**src/rtl/mem_access_pkg.sv**
```systemverilog
// Shared encodings for the memory access unit: access sizes, FSM states,
// the latched request record and the rejection rules.
package mem_access_pkg;

    typedef enum logic [1:0] {
        SZ_BYTE = 2'b00,
        SZ_HALF = 2'b01,
        SZ_WORD = 2'b10,
        SZ_ILL  = 2'b11
    } size_e;

    typedef enum logic [1:0] {
        ST_IDLE,
        ST_RD,
        ST_WR,
        ST_DONE
    } state_e;

    localparam logic [31:0] ZERO32 = 32'h0000_0000;

    typedef struct packed {
        logic        we;
        size_e       size;
        logic        sgn;
        logic [31:0] addr;
        logic [31:0] wdata;
    } req_t;

    function automatic logic is_misaligned(size_e size, logic [31:0] addr);
        case (size)
            SZ_HALF: return addr[0];
            SZ_WORD: return addr[1:0] != 2'b00;
            default: return 1'b0;
        endcase
    endfunction

    // Illegal sizes are always rejected; misalignment only when trapping is on.
    function automatic logic is_rejected(size_e size, logic [31:0] addr, logic trap_en);
        return (size == SZ_ILL) || (trap_en && is_misaligned(size, addr));
    endfunction

endpackage

```
**src/rtl/mem_access_if.sv**
```systemverilog
// Request/response and memory-bus signals of the memory access unit.
// slave = the unit itself, master = the requester plus memory environment.
interface mem_access_if;

    logic        req;
    logic        req_we;
    logic [1:0]  req_size;
    logic        req_signed;
    logic [31:0] req_addr;
    logic [31:0] req_wdata;

    logic        busy;
    logic        done;
    logic [31:0] rdata;
    logic        err;

    logic [31:0] address;
    logic [31:0] write_data;
    logic        mem_read;
    logic        mem_write;
    logic [31:0] read_data;

    modport slave (
        input  req, req_we, req_size, req_signed, req_addr, req_wdata, read_data,
        output busy, done, rdata, err, address, write_data, mem_read, mem_write
    );

    modport master (
        output req, req_we, req_size, req_signed, req_addr, req_wdata, read_data,
        input  busy, done, rdata, err, address, write_data, mem_read, mem_write
    );

endinterface

```
**src/rtl/mem_align.sv**
```systemverilog
// Combinational big-endian lane logic: sub-word load extraction from the top
// bytes of the memory word, and merge of store data into the fetched word.
module mem_align
    import mem_access_pkg::*;
(
    input  size_e       size,
    input  logic        sgn,
    input  logic [31:0] mem_word,
    input  logic [31:0] wdata,
    output logic [31:0] load_data,
    output logic [31:0] store_data
);

    logic ext_bit;
    assign ext_bit = sgn & mem_word[31];

    always_comb begin
        // NOTE: both outputs get a default before the case so no path leaves
        // them unassigned, which would otherwise infer a latch.
        load_data  = mem_word;
        store_data = wdata;
        case (size)
            SZ_BYTE: begin
                load_data  = {{24{ext_bit}}, mem_word[31:24]};
                store_data = {wdata[7:0], mem_word[23:0]};
            end
            SZ_HALF: begin
                load_data  = {{16{ext_bit}}, mem_word[31:16]};
                store_data = {wdata[15:0], mem_word[15:0]};
            end
            default: begin
                load_data  = mem_word;
                store_data = wdata;
            end
        endcase
    end

endmodule

```
**src/rtl/mem_access_unit.sv**
```systemverilog
// Load/store sequencer between a single-request port and a word memory.
// Define MISALIGN_TRAP_EN to reject misaligned half/word accesses with err.
module mem_access_unit
    import mem_access_pkg::*;
#(
    parameter int unsigned READ_LAT = 1
) (
    input  logic         clk,
    input  logic         rst_n,
    mem_access_if.slave  bus
);

`ifdef MISALIGN_TRAP_EN
    localparam logic TRAP_EN = 1'b1;
`else
    localparam logic TRAP_EN = 1'b0;
`endif

    localparam logic [3:0] LAST_CNT = 4'(READ_LAT - 1);

    state_e      state_q, state_d;
    logic [3:0]  cnt_q, cnt_d;
    req_t        lat_q;
    size_e       req_size_e;

    logic        busy_q, done_q, err_q, err_d;
    logic        rd_q, rd_d, wr_q, wr_d;
    logic [31:0] addr_q, addr_d;
    logic [31:0] wdata_q, wdata_d;
    logic [31:0] rdata_q, rdata_d;
    logic [31:0] load_data, store_data;

    assign req_size_e = size_e'(bus.req_size);

    // The fetched word is merged on the fly, so write_data itself serves as
    // the merge register for sub-word stores.
    mem_align u_align (
        .size       (lat_q.size),
        .sgn        (lat_q.sgn),
        .mem_word   (bus.read_data),
        .wdata      (lat_q.wdata),
        .load_data  (load_data),
        .store_data (store_data)
    );

    always_comb begin
        state_d = state_q;
        cnt_d   = cnt_q;
        err_d   = 1'b0;
        rd_d    = 1'b0;
        wr_d    = 1'b0;
        addr_d  = ZERO32;
        wdata_d = ZERO32;
        rdata_d = rdata_q;
        case (state_q)
            ST_IDLE: begin
                if (bus.req) begin
                    if (is_rejected(req_size_e, bus.req_addr, TRAP_EN)) begin
                        state_d = ST_DONE;
                        err_d   = 1'b1;
                    end else if (bus.req_we && req_size_e == SZ_WORD) begin
                        state_d = ST_WR;
                        wr_d    = 1'b1;
                        addr_d  = bus.req_addr;
                        wdata_d = bus.req_wdata;
                    end else begin
                        state_d = ST_RD;
                        rd_d    = 1'b1;
                        addr_d  = bus.req_addr;
                        cnt_d   = 4'd0;
                    end
                end
            end
            ST_RD: begin
                if (cnt_q == LAST_CNT) begin
                    if (lat_q.we) begin
                        state_d = ST_WR;
                        wr_d    = 1'b1;
                        addr_d  = lat_q.addr;
                        wdata_d = store_data;
                    end else begin
                        state_d = ST_DONE;
                        rdata_d = load_data;
                    end
                end else begin
                    cnt_d  = cnt_q + 4'd1;
                    rd_d   = 1'b1;
                    addr_d = lat_q.addr;
                end
            end
            ST_WR:   state_d = ST_DONE;
            ST_DONE: state_d = ST_IDLE;
            default: state_d = ST_IDLE;
        endcase
    end

    // Outputs are registered from the next-state decode so they line up with
    // the state they belong to; async reset drops mem_write mid-cycle.
    always_ff @(posedge clk or negedge rst_n) begin
        if (!rst_n) begin
            state_q <= ST_IDLE;
            cnt_q   <= 4'd0;
            busy_q  <= 1'b0;
            done_q  <= 1'b0;
            err_q   <= 1'b0;
            rd_q    <= 1'b0;
            wr_q    <= 1'b0;
            addr_q  <= ZERO32;
            wdata_q <= ZERO32;
            rdata_q <= ZERO32;
        end else begin
            // NOTE: non-blocking assignments so every flop samples pre-edge values.
            state_q <= state_d;
            cnt_q   <= cnt_d;
            busy_q  <= (state_d != ST_IDLE);
            done_q  <= (state_d == ST_DONE);
            err_q   <= err_d;
            rd_q    <= rd_d;
            wr_q    <= wr_d;
            addr_q  <= addr_d;
            wdata_q <= wdata_d;
            rdata_q <= rdata_d;
        end
    end

    // NOTE: no reset on the latched request: it is written on every accept
    // before any state that reads it is entered.
    always_ff @(posedge clk) begin
        if (state_q == ST_IDLE && bus.req) begin
            lat_q <= '{we:    bus.req_we,
                       size:  req_size_e,
                       sgn:   bus.req_signed,
                       addr:  bus.req_addr,
                       wdata: bus.req_wdata};
        end
    end

    assign bus.busy       = busy_q;
    assign bus.done       = done_q;
    assign bus.err        = err_q;
    assign bus.rdata      = rdata_q;
    assign bus.mem_read   = rd_q;
    assign bus.mem_write  = wr_q;
    assign bus.address    = addr_q;
    assign bus.write_data = wdata_q;

endmodule
```
**src/flat_wrapper.sv**
```systemverilog
// flat-port wrapper written by rule: the top's interface ports become plain ports
module mem_access_unit_flat import mem_access_pkg::*;
#(
    parameter int unsigned READ_LAT = 1
)
  (clk, rst_n, bus_req, bus_req_we, bus_req_size, bus_req_signed, bus_req_addr, bus_req_wdata, bus_read_data, bus_busy, bus_done, bus_rdata, bus_err, bus_address, bus_write_data, bus_mem_read, bus_mem_write);
  mem_access_if bus_i ();
  input  logic clk;
  input  logic rst_n;
  input wire logic [$bits(bus_i.req)-1:0] bus_req;
  input wire logic [$bits(bus_i.req_we)-1:0] bus_req_we;
  input wire logic [$bits(bus_i.req_size)-1:0] bus_req_size;
  input wire logic [$bits(bus_i.req_signed)-1:0] bus_req_signed;
  input wire logic [$bits(bus_i.req_addr)-1:0] bus_req_addr;
  input wire logic [$bits(bus_i.req_wdata)-1:0] bus_req_wdata;
  input wire logic [$bits(bus_i.read_data)-1:0] bus_read_data;
  output wire logic [$bits(bus_i.busy)-1:0] bus_busy;
  output wire logic [$bits(bus_i.done)-1:0] bus_done;
  output wire logic [$bits(bus_i.rdata)-1:0] bus_rdata;
  output wire logic [$bits(bus_i.err)-1:0] bus_err;
  output wire logic [$bits(bus_i.address)-1:0] bus_address;
  output wire logic [$bits(bus_i.write_data)-1:0] bus_write_data;
  output wire logic [$bits(bus_i.mem_read)-1:0] bus_mem_read;
  output wire logic [$bits(bus_i.mem_write)-1:0] bus_mem_write;
  assign bus_i.req = bus_req;
  assign bus_i.req_we = bus_req_we;
  assign bus_i.req_size = bus_req_size;
  assign bus_i.req_signed = bus_req_signed;
  assign bus_i.req_addr = bus_req_addr;
  assign bus_i.req_wdata = bus_req_wdata;
  assign bus_i.read_data = bus_read_data;
  assign bus_busy = bus_i.busy;
  assign bus_done = bus_i.done;
  assign bus_rdata = bus_i.rdata;
  assign bus_err = bus_i.err;
  assign bus_address = bus_i.address;
  assign bus_write_data = bus_i.write_data;
  assign bus_mem_read = bus_i.mem_read;
  assign bus_mem_write = bus_i.mem_write;
  mem_access_unit #(.READ_LAT(READ_LAT)) u_core (.clk(clk), .rst_n(rst_n), .bus(bus_i));
endmodule
```
**config.mk**
```make
export PLATFORM = sky130hd
export DESIGN_NAME = mem_access_unit_flat
export DESIGN_NICKNAME = d
export VERILOG_FILES = /design/src/rtl/mem_access_pkg.sv /design/src/rtl/mem_access_if.sv /design/src/rtl/mem_align.sv /design/src/rtl/mem_access_unit.sv /design/src/flat_wrapper.sv
export SDC_FILE = /design/constraint.sdc
export NUM_CORES = 1
export LEC_CHECK = 0
export ABC_AREA = 0
export ABC_CLOCK_PERIOD_IN_PS = 3300
export BUFFER_PORTS_ARGS = -buffer_cell sky130_fd_sc_hd__buf_2
export CAP_MARGIN = 20
export CORE_ASPECT_RATIO = 0.8
export CORE_MARGIN = 1
export CORE_UTILIZATION = 52
export CTS_CLUSTER_DIAMETER = 40
export DETAILED_ROUTE_END_ITERATION = 8
export GPL_ROUTABILITY_DRIVEN = 0
export PLACE_DENSITY = 0.8
export SYNTH_ARGS = -nofsm -noshare
export SYNTH_HDL_FRONTEND = slang
export SYNTH_SLANG_ARGS = --single-unit
```
**constraint.sdc**
```tcl
create_clock -name clk -period 3.3 [get_ports clk]
set_input_delay 0.165 -clock clk [delete_from_list [all_inputs] [get_ports clk]]
set_output_delay 0.165 -clock clk [all_outputs]
set_load 0.01 [all_outputs]
```
==> impl_metrics.ini <==
[run_status]
outcome = complete, no violations

[synthesis]
synth_top_cell_by_area = dfrtp_1
synth_top_cell_area_share_pct = 38.4
synth_nets = 602
synth_edf_count = 68
yosys_most_used_dff = dfrtp_1
synth_area_leaders = dfrtp_1 (38%), edfxtp_1 (29%), mux2i_1 (6.0%), a22o_1 (6.0%), mux2_2 (4.4%)
ys.warnings.count = 0
syn_area_per_cell_sq_um = 14.0
async_flop_share_pct = 61.1
seq_area_frac_synth_pct = 67.7
synth_cell_types = 35
ys_seq_elements = 175
synthCells = 497
synth_area_sq_um = 6970

[routing]
met2_length_microns = 9190
met1_length_microns = 8130
routed.top_layer = met4
drc = 0
ant_nets = 0
initialDrtViolationCount = 302
vias = 5221
drt_wl_total_microns = 19100
wire_per_inst_microns = 20.1
firstDrtPassIters = 4
vias_per_cell = 5.49
met3WireLength_microns = 1550

[sta]
fmax_mhz = 416
relSlewSlack_pct = 24.1
finalSetupViolCount = 0
worst_slack_ns = 0.897
skew_ns = 0.00865
min_period_ns = 2.40
worstMarginPinSlew_ns = 1.14
finalHoldViolCount = 0
finalCritPeriodShare_pct = 72.8
finalMaxSlewViolations = 0
hold-worst-slack_ns = 0.0318
rsz0062_at_grt = no
tns_ns = 0

[floorplanning]
die_area_sq_um = 13900
die_x_microns = 131
dieHeight_microns = 106
start_util_pct = 53.8
core_area_sq_um = 13000
io_pins = 204
std_cell_rows = 37

[clocking]
postCtsResizedCells = 0
clock_latency_ns = 0.43
cts_tree = built
clkSlewWorstSetupHoldPaths_ns = 0.07
numCtsBuffers = 17
cts_sinks = 175
cts_setup_buffers = 0
root_buffer = clkbuf_16
clockBufferDepth = 2
htreeDepth = 4

[place]
dp_slack_ns = 0.967
hpwl_microns = 12200
placement.io_buffers = 203

[cells_and_area]
final_util_pct = 72.9
final_common_cell = buf_2
final_cell_mix = buf_2 (202), dfrtp_1 (107), edfxtp_1 (68), dlygate4sd3_1 (67), nand2_1 (56)
nNetsFinal = 867
drive_gt1_share_pct = 35.9
synthToLayoutAreaGrowth_pct = 35.5

[global_route]
grt_pass1_wl_microns = 30000
grt_max_degree = 75
overflow = 0
grt_pass1_vias = 5466
antenna_found_initial = 1
track_usage_pct = 29.0

[power_and_ir_drop]
switching_share_pct = 32.2
seqPwrFrac_pct = 42.9
p_switching_mw = 2.45
pwr-share-clk_pct = 27.6
p_per_area_nw_per_um2 = 807
intPower_mw = 5.17
comb_power_share_pct = 29.5
peakVddDrop_mv = 0.504
power_leakage_nw = 4.49

[setup_path]
worstSetupPathType = reg2reg
crit_path_end_kind = register
cp.required_ns = 3.61
arrival_ns = 2.71
cp-start-kind = register
crit_fanout = 16

[min_path]
hp-class = in2reg

[job]
maxCapViolations = 0
==> state kept, by name, summed over array words and instances, names as in the netlist <==
register	flops
u_core.bus.write_data	32
u_core.state_q	2
u_core.bus.mem_write	1
u_core.bus.busy	1
u_core.bus.address	32
u_core.bus.done	1
u_core.bus.err	1
u_core.bus.rdata	32
u_core.bus.mem_read	1
u_core.lat_q	68
u_core.cnt_q	4
==> cells in the mapped netlist, types with 2 or more instances <==
library cell  count
a21oi_1          17
ha_1              2
or2_2             2
mux2_1            4
nor2_1            2
or3b_1            2
dfrtp_1         107
buf_6             3
nand2_1          56
buf_2            11
clkbuf_1         21
nand3b_1          3
nor3_1            2
o22ai_1           2
inv_1             5
mux2_2           27
o2bb2ai_1        16
nand3_1           5
o21ai_0          31
a22o_1           48
nor2b_1           8
o21a_1            2
edfxtp_1         68
mux2i_1          42
==> worst max-delay path, stage by stage (launching register included) <==
cell and delay [ns]:
dfrtp_1 0.40, inv_1 0.10, ha_1 0.17, nor3b_1 0.42
nand3_1 0.73, o2bb2ai_1 0.45
==> final timing paths <==
kind                                             startpoint                                  end  slack (ns)  depth (start not counted)
min in group asynchronous                             rst_n  u_core.bus.write_data[27]$_DFF_PN0_        0.46                          2
worst max-delay path            u_core.cnt_q[0]$_DFFE_PN0P_   u_core.bus.write_data[4]$_DFF_PN0_        0.90                          5
max in group asynchronous                             rst_n     u_core.bus.address[15]$_DFF_PN0_        1.99                          3
worst min-delay path                        bus_req_size[0]           u_core.lat_q[65]$_DFFE_PP_        0.03                          1
worst max register to register  u_core.cnt_q[0]$_DFFE_PN0P_   u_core.bus.write_data[4]$_DFF_PN0_        0.90                          5
worst min register to register   u_core.lat_q[40]$_DFFE_PP_      u_core.bus.address[8]$_DFF_PN0_        0.48                          1
==> power groups by stage <==
stage          registers, mW  clock network [mW]  logic, mW
4_1_cts                 3.25                2.13       2.20
3_5_place_dp            3.28                   0       2.12
6_report                3.27                2.11       2.24
2_1_floorplan           3.43                   0       1.10
5_1_grt                 3.33                2.22       2.42
3_3_place_gp            3.25                   0       2.06
==> per-layer routing <==
layer / vias up / global-route usage, %
met2: 263 / 47.7
li1: 2368 / -
met4: 0 / 7.56
met1: 2569 / 37.1
met3: 21 / 9.48
met5: - / 0
==> what timing repair did <==
item                                    4_1_cts  5_1_grt
endpoints found under the hold margin       200        0
hold buffers                                 67        0
endpoints found under the setup margin        0        0
==> metrics by stage <==
step	total power, mW	std cells	instance area, sq um
floorplan	4.53	497	6970
global placement	5.31	850	8140
detailed placement	5.40	850	8140
CTS	7.58	949	9430
global route	7.97	950	9440
finish	7.62	951	9450
==> final cells by class <==
cell class | instances | area (sq um)
Clock buffer | 19 | 443
Clock inverter | 13 | 179
Antenna cell | 1 | 2.50
Timing Repair Buffer | 281 | 1790
Fill cell | 864 | 3520
Multi-Input combinational cell | 282 | 2070
Tap cell | 175 | 219
Sequential cell | 175 | 4720
Inverter | 5 | 18.8
==> kinds of logic (layout without fill, tap and decap cells) <==
family,after synthesis,count (layout),share of synthesized area (%)
DFF,175,175,67.7
other,0,1,0
muxes,73,73,11.0
buffers and inverters,40,318,2.67
and+or+nand+nor,86,86,5.83
AOI/OAI and AO/OA,121,121,12.4
adders and majority gates,2,2,0.359
Note: power is estimated with default switching activity, not from simulation.
